$ cat src/rtl/spi_master_arbiter.sv
// Round-robin arbiter sharing one SPI master between N_REQ requesters; latency: grant 1 cycle after req, start_trans 3 cycles after req.
// Backpressure: requesters hold req until done; no new grant while the master reports busy. Optional watchdog: SPI_ARB_TIMEOUT_EN.
module spi_master_arbiter #(
    parameter int N_REQ          = 2,
    parameter int TIMEOUT_CYCLES = 65535
) (
    input  logic                 clk,
    input  logic                 rst,
    input  logic [N_REQ-1:0]     req,
    input  logic [32*N_REQ-1:0]  req_tx_data,
    input  logic [2*N_REQ-1:0]   req_len,
    input  logic [2*N_REQ-1:0]   req_mode,
    input  logic [4*N_REQ-1:0]   req_div,
    output logic [N_REQ-1:0]     grant,
    output logic [N_REQ-1:0]     done,
    output logic [31:0]          rx_out,
    output logic                 err,
    output logic [N_REQ-1:0]     cs_sel,
    output logic                 start_trans,
    input  logic                 busy,
    output logic [31:0]          tx_data,
    input  logic [31:0]          rx_data,
    output logic [1:0]           transaction_length,
    output logic                 CPOL,
    output logic                 CPHA,
    output logic [3:0]           division_ratio
);

    localparam int PW = (N_REQ > 1) ? $clog2(N_REQ) : 1;

    typedef enum logic [2:0] {
        S_IDLE,
        S_SETUP,
        S_START,
        S_WAIT,
        S_DONE
    } state_t;

    state_t             state, state_nxt;
    logic [PW-1:0]      ptr;
    logic [PW-1:0]      win;
    logic [PW-1:0]      cand;
    logic               win_vld;
    logic               setup_cnt;
    logic [N_REQ-1:0]   grant_q;
    logic               to_hit;

    // Scan downward so the last hit kept is the nearest requester after ptr.
    always_comb begin
        win     = '0;
        win_vld = 1'b0;
        cand    = '0;
        for (int i = N_REQ; i >= 1; i--) begin
            cand = PW'((int'(ptr) + i) % N_REQ);
            if (req[cand]) begin
                win     = cand;
                win_vld = 1'b1;
            end
        end
    end

`ifdef SPI_ARB_TIMEOUT_EN
    localparam int CW = $clog2(TIMEOUT_CYCLES + 1);
    logic [CW-1:0] to_cnt;

    always_ff @(posedge clk) begin
        if (rst) begin
            to_cnt <= '0;
        end else if (state_nxt == S_SETUP) begin
            to_cnt <= '0;
        end else if (state == S_START || state == S_WAIT) begin
            to_cnt <= to_cnt + 1'b1;
        end
    end

    assign to_hit = (state == S_START || state == S_WAIT) &&
                    (to_cnt == CW'(TIMEOUT_CYCLES - 1));
`else
    wire unused_timeout = (TIMEOUT_CYCLES != 0);
    assign to_hit = 1'b0;
`endif

    always_comb begin
        state_nxt = state;
        case (state)
            S_IDLE:  if (!busy && win_vld) state_nxt = S_SETUP;
            S_SETUP: if (setup_cnt)        state_nxt = S_START;
            S_START: begin
                if (to_hit)    state_nxt = S_IDLE;
                else if (busy) state_nxt = S_WAIT;
            end
            S_WAIT: begin
                if (to_hit)     state_nxt = S_IDLE;
                else if (!busy) state_nxt = S_DONE;
            end
            S_DONE:  state_nxt = S_IDLE;
            default: state_nxt = S_IDLE;
        endcase
    end

    always_ff @(posedge clk) begin
        if (rst) begin
            state              <= S_IDLE;
            ptr                <= PW'(N_REQ - 1);
            setup_cnt          <= 1'b0;
            grant_q            <= '0;
            rx_out             <= '0;
            tx_data            <= '0;
            transaction_length <= '0;
            CPOL               <= 1'b0;
            CPHA               <= 1'b0;
            division_ratio     <= '0;
        end else begin
            state <= state_nxt;
            case (state)
                S_IDLE: begin
                    if (!busy && win_vld) begin
                        grant_q            <= {{(N_REQ-1){1'b0}}, 1'b1} << win;
                        ptr                <= win;
                        setup_cnt          <= 1'b0;
                        tx_data            <= req_tx_data[32*win +: 32];
                        transaction_length <= req_len[2*win +: 2];
                        {CPOL, CPHA}       <= req_mode[2*win +: 2];
                        division_ratio     <= req_div[4*win +: 4];
                    end
                end
                S_SETUP: setup_cnt <= 1'b1;
                S_START: if (to_hit) grant_q <= '0;
                S_WAIT: begin
                    if (to_hit)     grant_q <= '0;
                    else if (!busy) rx_out  <= rx_data;
                end
                S_DONE:  grant_q <= '0;
                default: grant_q <= '0;
            endcase
        end
    end

    assign grant       = grant_q;
    assign cs_sel      = grant_q;
    assign start_trans = (state == S_START);
    assign done        = (state == S_DONE || to_hit) ? grant_q : '0;
    assign err         = to_hit;

endmodule

$ cat config.mk
export PLATFORM = sky130hd
export DESIGN_NAME = spi_master_arbiter
export DESIGN_NICKNAME = d
export VERILOG_FILES = /design/src/rtl/spi_master_arbiter.sv
export SDC_FILE = /design/constraint.sdc
export NUM_CORES = 1
export LEC_CHECK = 0
export BUFFER_PORTS_ARGS = -buffer_cell sky130_fd_sc_hd__buf_2
export CORE_MARGIN = 10
export CORE_UTILIZATION = 45
export DETAILED_ROUTE_END_ITERATION = 8
export GPL_TIMING_DRIVEN = 1
export MAX_ROUTING_LAYER = met4
export PLACE_DENSITY = 0.84
export SYNTH_ARGS = -nofsm -noshare
export SYNTH_HDL_FRONTEND = slang
export SYNTH_SLANG_ARGS = --single-unit
$ cat constraint.sdc
create_clock -name clk -period 3 [get_ports clk]
set_input_delay 0.3 -clock clk [delete_from_list [all_inputs] [get_ports clk]]
set_output_delay 0.3 -clock clk [all_outputs]
set_load 0.005 [all_outputs]
# ---- Word-level counts from Yosys, hierarchy flattened
# Cells that the tools add are included.
dict set report totals {
  ff_bits 79
  word_cells 57
  out_inout_bits 80
  inputBits 117
}
dict set report op_classes {
  reduce_logical 10
  bitwise 2
  muxes 18
  n_eq_ne 8
  n_addsub 2
  shift 5
  magnitude_cmp 2
}
# op n
set ops {}
lappend ops {{$shiftx 64x7->32} 1}
lappend ops {{$mux 3} 4}
lappend ops {{$pmux 3 s4} 1}
lappend ops {{$mux 1} 9}
lappend ops {{$reduce_and 2->1} 4}
lappend ops {{$shiftx 4x3->2} 2}
lappend ops {{$shiftx 8x4->4} 1}
lappend ops {{$eq 3x2->1 const B} 2}
lappend ops {{$ne 2x2->1 const B} 3}
lappend ops {{$lt 1x2->1 const B} 2}
lappend ops {{$mux 2} 2}
lappend ops {{$pmux 2 s2} 1}
lappend ops {{$reduce_and 4->1} 1}
lappend ops {{$eq 3x1->1 const B} 1}
lappend ops {{$eq 3x3->1 const B} 1}
lappend ops {{$logic_not 3->1} 1}
lappend ops {{$reduce_or 3->1} 1}
lappend ops {{$add 1x1->1 const B} 2}
lappend ops {{$ne 2x1->1 const B} 1}
lappend ops {{$not 1->1} 2}
lappend ops {{$pmux 1 s2} 1}
lappend ops {{$reduce_bool 2->1} 1}
lappend ops {{$shl 1x1->2 const A} 1}
lappend ops {{$logic_and 1x1->1} 1}
lappend ops {{$logic_not 1->1} 1}

# ---- Longest topological paths before layout
# Gate-level depths: netlist (run 1).
dict set report depth {
  ltp_word 8
  depth_mapped 7
  mapped_depth_nobuf 4
}

# ---- Worst setup path before layout (run 1)
# OpenSTA, ideal clock, no wires.
dict set report synth_path {
  path_type {reg-to-reg}
  startpoint {register state[1]}
  endpoint {register rx_out[10]}
  path_slack_ns 1.393
  period_less_slack_ns 1.607
  arrival_ns 1.474
  n_path_buf 3
  stages_incl_launch_ff 8
  setup_ns 0.132
  required_time_ns 2.868
  path_cell_list {dfxtp_1 clkbuf_1 nand3b_1 or2_2 clkbuf_1 clkbuf_1 nand2_1 a21oi_1}
}
dict set report synth_via {
  elab_chain_len 2
}
# element line_no
set synth_lines {}
lappend synth_lines {{from (decl)} 39} ;# state_t state, state_nxt;
lappend synth_lines {{from (signal assigned)} 114} ;# state <= state_nxt;
lappend synth_lines {{$eq 3x2->1} 115} ;# case (state)
lappend synth_lines {{$reduce_and 2->1 (no source line)} --}
lappend synth_lines {{to (signal assigned)} 131} ;# else if (!busy) rx_out <= rx_data;
lappend synth_lines {{to (decl)} 16} ;# output logic [31:0] rx_out,
# Every way passes these cells.
# A chain may end at the register's enable or synchronous reset.

# ---- Worst setup path after layout (run 1)
dict set report layout_path {
  startpoint {register state[2]}
  endpoint {register tx_data[16]}
}
dict set report layout_via {
  elab_chain_len 2
}
# element line_no
set layout_lines {}
lappend layout_lines {{$logic_not 3->1} 115}
lappend layout_lines {{$reduce_and 2->1 (no source line)} --}
lappend layout_lines {{to (signal assigned)} 121} ;# tx_data <= req_tx_data[32*win +: 32];
lappend layout_lines {{to (decl)} 21} ;# output logic [31:0] tx_data,
# Every way passes these cells.

==> impl_metrics.py, run 1 <==
metrics = {
    "run_status": {
        "status": "finished clean",
    },
    "sta": {
        "tightest_slew_ps": 761.6,
        "grt_setup_unrepaired": "false",
        "fin_skew_ps": 14.76,
        "fin_crit_ps": 1811,
        "worst_slack_ps": 1189,
        "fin_setup_tns_ps": 0,
        "whs_ps": 186.4,
        "relSlewSlack": 0.4923,
        "slew_violations": 0,
        "setup_viol": 0,
        "timing_hold_violations_final": 0,
        "fmax_mhz": 552.2,
        "fin_crit_sh": 0.6036,
    },
    "logic_synthesis": {
        "syn_avg_cell_area_um2": 7.722,
        "synthCells": 407,
        "syn-num-nets": 524,
        "syn_area_um2": 3143,
        "synthArstFlopShare": 0,
        "yosysSeqAreaShare": 0.5032,
        "synth_ff_type": "dfxtp_1",
        "synth_top_area_frac": 0.5032,
        "synth_edf_count": 0,
        "synth.area.top_cells": "dfxtp_1 50%, nand2_1 18%, a311oi_1 11%, nor2_1 5.6%, a21oi_1 5.6%",
        "synth_top_area_cell": "dfxtp_1",
        "ys_ff_latch": 79,
        "synth_cell_types": 26,
        "yosysWarningCount": 0,
    },
    "final_layout": {
        "final_cell_mix": "195 x buf_2, 147 x nand2_1, 79 x dfxtp_1",
        "layout_commonest_cell": "buf_2",
        "n_antenna_cell": 0,
        "utilization": 0.6451,
        "area_growth_pct": 39.45,
        "nNetsFinal": 699,
        "drive_gt1_frac": 0.3748,
    },
    "place": {
        "place.gp.congestion": 0.7539,
        "pre_cts_ws_ps": 1217,
        "detailed_place_hpwl_mm": 8.091,
        "port_buffers": 195,
    },
    "critical_path": {
        "cp.required_ps": 3240,
        "crit_path_start_kind": "flip-flop",
        "end_kind": "flip-flop",
        "cpMaxStageDelayCell": "dfxtp_1",
        "path_buf_inv": 1,
        "crit_chain": "or2_1 > nor4_4 > buf_12 > nor2_1 > a311oi_1",
        "cp.arrival_ps": 2050,
        "critPathMaxStageDelay_ps": 360,
        "cp_num_cells": 5,
        "r2r_cells": 5,
        "path_class": "reg2reg",
        "crit_family": "simple AND/OR/NAND/NOR gates",
        "critPathMaxFanout": 82,
    },
    "grt": {
        "grt_pass1_vias": 3433,
        "grt_max_degree": 83,
        "grt_util_all_layers": 0.1950,
        "grt_pass1_wl_mm": 17.04,
        "antenna_found_initial": 0,
        "gr-total-overflow": 0,
    },
    "clock_tree": {
        "post_cts_resize_count": 0,
        "htreeDepth": 3,
        "cts_setup_buffers": 0,
        "cts.clk_slew.worst_paths_ps": 100,
        "cts_hold_buf": 0,
        "clock_sinks": 79,
        "root_buffer": "clkbuf_8",
        "cts_buffers": 9,
        "clkLatencyLatePin_ps": 350,
        "ctsLongestPathBuffers": 2,
        "cts_tree": "built",
    },
    "min_path": {
        "hold_path.class": "in2reg",
        "min_path_cells": 3,
    },
    "die": {
        "die_area_um2": 10730,
        "core_um2": 6794,
        "start_util": 0.4626,
        "rows": 30,
        "die_y_um": 103.6,
        "num_io_pins": 197,
        "die_w_um": 103.6,
    },
    "routing": {
        "drt-pass1-iter-count": 4,
        "via_per_inst": 4.939,
        "drt-initial-drc-count": 145,
        "drt_wl_total_mm": 10.69,
        "post_drt_wl_per_cell_um": 15.64,
        "ant_nets": 0,
        "num_vias": 3373,
        "drcViolationCount": 0,
    },
    "power": {
        "p_leak_nw": 2.070,
        "p_per_area_nw_per_um2": 550.3,
        "power_w": 0.002412,
        "peakVddDrop_uv": 397.3,
    },
    "flow_run": {
        "maxCapViolations": 0,
    },
}
[sequential cells by signal, summed over array words and instances, names as in the netlist]
signal              count
CPHA                    1
CPOL                    1
division_ratio          4
ptr                     1
tx_data                32
cs_sel                  2
transaction_length      2
state                   3
rx_out                 32
setup_cnt               1
[final cells by class]
cell class	instances	area (um2)
timing repair buffer	200	1039
multi-input combinational	290	1405
tap	96	120.1
fill	626	2411
clock inverter	6	92.59
inverter	2	7.507
sequential	79	1582
clock buffer	10	137.6
[logic make-up (layout without fill, tap and decap cells)]
kind of cell | Yosys count | in the layout | share of synthesized area
muxes | 1 | 1 | 0.003185
other | 1 | 1 | 0.001193
and+or+nand+nor | 207 | 207 | 0.2619
AOI/OAI and AO/OA | 81 | 81 | 0.1799
buffers and inverters | 38 | 218 | 0.05056
DFF | 79 | 79 | 0.5032
[final timing paths]
kind,startpoint,end,slack [ps]
max,state[2]$_SDFFE_PP0P_,tx_data[16]$_SDFFE_PP0P_,1190
max reg2reg,state[2]$_SDFFE_PP0P_,tx_data[16]$_SDFFE_PP0P_,1190
min,rx_data[21],rx_out[21]$_SDFFE_PP0P_,190
min reg2reg,rx_out[9]$_SDFFE_PP0P_,rx_out[9]$_SDFFE_PP0P_,450
[synth_stat cells (2+ instances only)]
cell / instances
and3_1: 2
or2_2: 2
buf_2: 4
nor2_1: 47
a21oi_1: 35
a311oi_1: 40
inv_1: 2
clkbuf_1: 29
o21ai_0: 3
dfxtp_1: 79
nand2_1: 147
buf_4: 3
[per-stage QoR]
stage | std cells | area, um2
2_1_floorplan | 407 | 3143
3_3_place_gp | 667 | 4153
3_5_place_dp | 667 | 4153
4_1_cts | 683 | 4383
5_1_grt | 683 | 4383
6_report | 683 | 4383
[report_power, final]
part           leakage, nW  internal (W)  total [W]  switching (W)
registers            0.646       0.00111    0.00115      0.0000362
clock network        0.109      0.000496   0.000903       0.000407
logic                 1.32      0.000168   0.000362       0.000195
total                 2.07       0.00177    0.00241       0.000638
[layer usage]
layer	global-route usage	up-vias	part of all wire
met2	0.3162	147	0.47
met5	-	-	0
met3	0.07311	13	0.095
li1	-	1714	-
met1	0.2136	1499	0.42
met4	0.07157	0	0.016
[worst min-delay path, cell delays in order]
cell and delay (ps):
buf_2 90, nand2_1 40, a21oi_1 50
Note: power is estimated with default switching activity, not from simulation.
==> inputs of run 2 (changes only) <==
--- a/config.mk
+++ b/config.mk
@@ -7,11 +7,11 @@
 export LEC_CHECK = 0
 export BUFFER_PORTS_ARGS = -buffer_cell sky130_fd_sc_hd__buf_2
 export CORE_MARGIN = 10
-export CORE_UTILIZATION = 45
+export CORE_UTILIZATION = 42
 export DETAILED_ROUTE_END_ITERATION = 8
 export GPL_TIMING_DRIVEN = 1
 export MAX_ROUTING_LAYER = met4
-export PLACE_DENSITY = 0.84
+export PLACE_DENSITY = 0.79
 export SYNTH_ARGS = -nofsm -noshare
 export SYNTH_HDL_FRONTEND = slang
 export SYNTH_SLANG_ARGS = --single-unit
==> constraint.sdc (replaced) <==
create_clock -name clk -period 1.7 [get_ports clk]
set_input_delay 0.17 -clock clk [delete_from_list [all_inputs] [get_ports clk]]
set_output_delay 0.17 -clock clk [all_outputs]
set_load 0.005 [all_outputs]
==> run 2 against run 1 <==
Net effect:
- final area rose by 2.7%
- combinational power rose by 96%
- die area rose by 5.7%
- clock power rose by 41%
- count of clock-buffer cells in the layout fell by 1
- sequential power rose by 76%
- via count rose by 3.9%
- sequential share of layout area fell by 0.90 points
- largest power group unchanged
- highest routed layer unchanged
==> impl_metrics.py, run 2 (synthesis gave the netlist of run 1 again) <==
metrics = {
    "run_status": {
        "status": "finished clean",
    },
    "clock_tree": {
        "root_buffer": "clkbuf_8",
        "clock_sinks": 79,
        "clkLatencyLatePin_ps": 340,
        "cts_buffers": 9,
        "cts.clk_slew.worst_paths_ps": 90,
        "cts_hold_buf": 0,
        "cts_tree": "built",
        "htreeDepth": 3,
        "ctsLongestPathBuffers": 2,
    },
    "critical_path": {
        "crit_path_start_kind": "flip-flop",
        "end_kind": "flip-flop",
        "cp.required_ps": 1920,
        "worstReg2RegStart": "state[0]$_SDFFE_PP0P_",
        "r2r_setup_slack_ps": 70,
        "path_class": "reg2reg",
        "critPathMaxFanout": 13,
        "r2r_cells": 5,
        "cp.arrival_ps": 1850,
        "worstReg2RegEnd": "tx_data[15]$_SDFFE_PP0P_",
    },
    "die": {
        "num_io_pins": 197,
        "core_um2": 7253,
        "rows": 31,
        "die_area_um2": 11340,
        "die_w_um": 106.5,
        "start_util": 0.4333,
        "die_y_um": 106.5,
    },
    "routing": {
        "drt_wl_total_mm": 10.93,
        "post_drt_wl_per_cell_um": 15.64,
        "drt-pass1-iter-count": 5,
        "num_vias": 3505,
        "via_per_inst": 5.014,
        "drt-initial-drc-count": 199,
        "ant_nets": 0,
        "drcViolationCount": 0,
    },
    "grt": {
        "grtUsageMet3": 0.05918,
        "grt_max_degree": 57,
        "met1_usage": 0.2227,
        "top_usage_layer": "met2",
        "grt_util_met2": 0.2716,
        "antenna_found_initial": 0,
        "grt_pass1_wl_mm": 16.49,
        "gr-total-overflow": 0,
        "grt_util_all_layers": 0.1797,
        "grt_pass1_vias": 3441,
    },
    "sta": {
        "slew_violations": 0,
        "fin_crit_ps": 1630,
        "whs_ps": 31.77,
        "fin_skew_ps": 12.12,
        "grt_setup_unrepaired": "true",
        "worst_slack_ps": 69.86,
        "fin_crit_sh": 0.9589,
        "relSlewSlack": 0.6081,
        "fin_setup_tns_ps": 0,
        "timing_hold_violations_final": 0,
        "setup_viol": 0,
        "fmax_mhz": 613.4,
        "tightest_slew_ps": 587.8,
    },
    "final_layout": {
        "design_area_um2": 4502,
        "n_antenna_cell": 0,
        "fillCellCount": 665,
        "regArea_um2": 1584,
        "final_cell_mix": "196 x buf_2, 147 x nand2_1, 77 x dfxtp_1",
        "utilization": 0.6207,
        "drive_gt1_frac": 0.3967,
        "nNetsFinal": 712,
        "layout_commonest_cell": "buf_2",
        "multiInputGateArea_um2": 1420,
        "reg_top3": "rx_out: 32 flops, tx_data: 32 flops, division_ratio: 4 flops",
        "area_growth_pct": 43.23,
    },
    "place": {
        "pre_cts_ws_ps": -3.663,
        "place.gp.congestion": 0.7769,
        "port_buffers": 195,
        "detailed_place_hpwl_mm": 8.036,
        "placed_cell_area_um2": 4227,
    },
    "power": {
        "peakVddDrop_uv": 406.7,
        "p_per_area_nw_per_um2": 887.7,
        "p_leak_nw": 2.126,
    },
    "min_path": {
        "min_from": "rst",
        "min_path_cells": 2,
        "hold_path.class": "in2reg",
        "min_to": "setup_cnt$_SDFFE_PP0P_",
    },
    "flow_run": {
        "maxCapViolations": 0,
    },
}
[run 2: changes by cell type in the layout (fill, tap and decap cells not counted), moves of 2 or more]
cell / delta
buf_4: +5
buf_6: +4
a311oi_1: -2
a311oi_2: +2
clkinvlp_4: +2
dfxtp_1: -2
dfxtp_2: +2
bufinv_16: -2
[run 2: cell type report]
class                      count  share of cell area
sequential                    79              0.3519
multi-input combinational    290              0.3155
timing repair buffer         213              0.2635
clock buffer                   9             0.02752
tap                           99             0.02752
clock inverter                 7             0.01251
inverter                       2            0.001668
[run 2: worst max path at each step]
stage / slack, ps / endpoint / depth (start not counted) / start
floorplan: 90 / rx_out[10]$_SDFFE_PP0P_ / 7 / state[1]$_SDFFE_PP0P_
global placement: 80 / ptr$_SDFFE_PP1P_ / 5 / state[2]$_SDFFE_PP0P_
detailed placement: -4 / tx_data[13]$_SDFFE_PP0P_ / 5 / state[2]$_SDFFE_PP0P_
CTS: 1 / tx_data[13]$_SDFFE_PP0P_ / 5 / state[2]$_SDFFE_PP0P_
global route: -10 / tx_data[28]$_SDFFE_PP0P_ / 6 / state[0]$_SDFFE_PP0P_
finish: 70 / tx_data[15]$_SDFFE_PP0P_ / 5 / state[0]$_SDFFE_PP0P_
[run 2: critical path, cell delays in order, from the launching register on]
cell      delay, ps
dfxtp_2         330
or2_4           260
nor4_4          310
buf_6           180
buf_2           270
a311oi_1        140
[run 2: stage by stage]
stage / total power (W) / instances
after global routing: 0.004231 / 699
after detailed placement: 0.002719 / 676
after CTS: 0.003993 / 692
after global placement: 0.002698 / 676
final: 0.003996 / 699
after floorplan: 0.002384 / 407
[run 2: timing repair]
item	CTS	global route
endpoints found under the setup margin	0	35
resized for setup	0	9
setup buffers	0	3
[run 2: per-layer routing]
metal  part of all wire  vias to the layer above
li1                   -                     1745
met2               0.46                      155
met1               0.44                     1592
met3              0.086                       13
met5                  0                        -
met4              0.011                        0
[run 2: power breakdown]
part | switching (W) | total [W] | internal (W)
sequential | 0.0000585 | 0.00202 | 0.00196
clock | 0.000727 | 0.00127 | 0.000542
combinational | 0.000367 | 0.000710 | 0.000342
==> inputs of run 3 (changes only) <==
==> config.mk (replaced) <==
export PLATFORM = sky130hd
export DESIGN_NAME = spi_master_arbiter
export DESIGN_NICKNAME = d
export VERILOG_FILES = /design/src/rtl/spi_master_arbiter.sv
export SDC_FILE = /design/constraint.sdc
export NUM_CORES = 1
export LEC_CHECK = 0
export CELL_PAD_IN_SITES_DETAIL_PLACEMENT = 0
export CELL_PAD_IN_SITES_GLOBAL_PLACEMENT = 1
export CORE_MARGIN = 10
export CORE_UTILIZATION = 42
export DETAILED_ROUTE_END_ITERATION = 8
export DONT_BUFFER_PORTS = 1
export GPL_TIMING_DRIVEN = 1
export MAX_ROUTING_LAYER = met4
export PLACE_DENSITY_LB_ADDON = 0.1
export SYNTH_ARGS = -nofsm -noshare
export SYNTH_HDL_FRONTEND = slang
export SYNTH_SLANG_ARGS = --single-unit
==> constraint.sdc (replaced) <==
create_clock -name clk -period 1.7 [get_ports clk]
set_input_delay 0.17 -clock clk [delete_from_list [all_inputs] [get_ports clk]]
set_output_delay 0.17 -clock clk [all_outputs]
set_load 0.02 [all_outputs]
==> run 3 against run 2 <==
Net effect:
- synthesized cell count unchanged
- area after synthesis did not move
- the flow now stops in clock tree synthesis
==> impl_metrics.py, run 3 <==
metrics = {
    "logic_synthesis": {
        "synth_top_area_frac": 0.5032,
        "synth_cell_types": 26,
        "synth_xor_area_frac": 0,
        "ys_ff_latch": 79,
        "syn_avg_cell_area_um2": 7.722,
        "synthArstFlopShare": 0,
        "synthCells": 407,
        "synth_top_area_cell": "dfxtp_1",
        "synth_edf_count": 0,
        "syn_area_um2": 3143,
        "synth_commonest_cells": "147 x nand2_1, 79 x dfxtp_1, 47 x nor2_1, 40 x a311oi_1, 35 x a21oi_1",
        "yosysWarningCount": 0,
        "synth.most_common_cell": "nand2_1",
        "synth_ff_type": "dfxtp_1",
        "synth.area.top_cells": "dfxtp_1 50%, nand2_1 18%, a311oi_1 11%, nor2_1 5.6%, a21oi_1 5.6%",
        "synth_top_family_by_area": "simple AND/OR/NAND/NOR gates",
        "yosysSeqAreaShare": 0.5032,
        "synth_simple_gate_area_share": 0.2619,
        "synth-compound-area-share": 0.1799,
        "synthMuxAreaShare": 0.003185,
        "syn-num-nets": 524,
        "yosys.area_share.adder": 0,
    },
    "place": {
        "place.gp.congestion": 0.7890,
        "detailed_place_hpwl_mm": 7.079,
        "port_buffers": 0,
    },
    "die": {
        "rows": 31,
        "die_y_um": 106.5,
        "num_io_pins": 197,
        "die_w_um": 106.5,
        "start_util": 0.4333,
    },
    "clock_tree": {
        "post_cts_resize_count": 0,
        "cts_hold_buf": 101,
        "ctsLongestPathBuffers": 2,
        "htreeDepth": 3,
        "cts_buffers": 9,
        "root_buffer": "clkbuf_8",
        "cts_setup_buffers": 0,
        "clock_sinks": 79,
    },
    "run_status": {
        "lastStage": "clock tree synthesis",
        "status": "aborted with a tool error",
        "toolErrorMsg": "[ERROR RSZ-0060] Max buffer count reached.",
    },
}
-- run 3: cell families after synthesis --
family | Yosys count
AND/OR/NAND/NOR | 207
AO/OA/AOI/OAI | 81
flip-flops | 79
buffers and inverters | 38
multiplexers | 1
other | 1
-- run 3: metrics by stage --
stage	instances	setup slack, ps	cell area [um2]
after detailed placement	487	125.0	3296
after global placement	487	182.5	3296
after floorplan	407	93.37	3143
==> inputs of run 4 (changes only) <==
==> config.mk (replaced) <==
export PLATFORM = sky130hd
export DESIGN_NAME = spi_master_arbiter
export DESIGN_NICKNAME = d
export VERILOG_FILES = /design/src/rtl/spi_master_arbiter.sv
export SDC_FILE = /design/constraint.sdc
export NUM_CORES = 1
export LEC_CHECK = 0
export CORE_MARGIN = 10
export CORE_UTILIZATION = 30
export DETAILED_ROUTE_END_ITERATION = 8
export DONT_BUFFER_PORTS = 1
export GPL_TIMING_DRIVEN = 1
export PLACE_DENSITY_LB_ADDON = 0.15
export SYNTH_ARGS = -nofsm -noshare
export SYNTH_HDL_FRONTEND = slang
export SYNTH_SLANG_ARGS = --single-unit
==> run 4 against run 3 <==
Net effect:
- the flow again stops in clock tree synthesis
- synthesized cell count unchanged
- area after synthesis unchanged
==> impl_metrics.py, run 4 <==
metrics = {
    "logic_synthesis": {
        "syn_avg_cell_area_um2": 7.722,
        "synth.most_common_cell": "nand2_1",
        "syn-num-nets": 524,
        "ys_ff_latch": 79,
        "yosysWarningCount": 0,
        "synth_top_area_cell": "dfxtp_1",
        "synth_cell_types": 26,
        "yosysSeqAreaShare": 0.5032,
        "syn_area_um2": 3143,
        "synth_ff_type": "dfxtp_1",
        "synth_top_area_frac": 0.5032,
        "synthArstFlopShare": 0,
        "synthCells": 407,
        "synth_edf_count": 0,
        "synth.area.top_cells": "dfxtp_1 50%, nand2_1 18%, a311oi_1 11%, nor2_1 5.6%, a21oi_1 5.6%",
        "synth_commonest_cells": "147 x nand2_1, 79 x dfxtp_1, 47 x nor2_1, 40 x a311oi_1, 35 x a21oi_1",
    },
    "clock_tree": {
        "cts_setup_buffers": 0,
        "htreeDepth": 3,
        "root_buffer": "clkbuf_8",
        "cts_buffers": 9,
        "post_cts_resize_count": 0,
        "clock_sinks": 79,
        "ctsLongestPathBuffers": 2,
        "cts_hold_buf": 109,
    },
    "place": {
        "port_buffers": 0,
        "place.gp.congestion": 0.7012,
        "detailed_place_hpwl_mm": 7.321,
    },
    "die": {
        "die_y_um": 122.4,
        "die_w_um": 122.4,
        "num_io_pins": 197,
        "rows": 37,
        "start_util": 0.3058,
    },
    "run_status": {
        "lastStage": "clock tree synthesis",
        "status": "aborted with a tool error",
        "toolErrorMsg": "[ERROR RSZ-0060] Max buffer count reached.",
    },
}
[run 4: cell counts after synthesis]
No cell type changed its count.
[run 4: cells by family after synthesis]
family / share of synthesized area
other: 0.001193
buffers and inverters: 0.05056
DFF: 0.5032
and+or+nand+nor: 0.2619
muxes: 0.003185
AOI/OAI and AO/OA: 0.1799
[run 4: metrics by stage]
stage,area (um2),worst slack (ps),hold slack (ps),util,std cells
after global placement,3367,89.75,248.3,0.3276,524
after detailed placement,3367,43.00,251.6,0.3276,524
after floorplan,3143,93.37,306.0,-,407
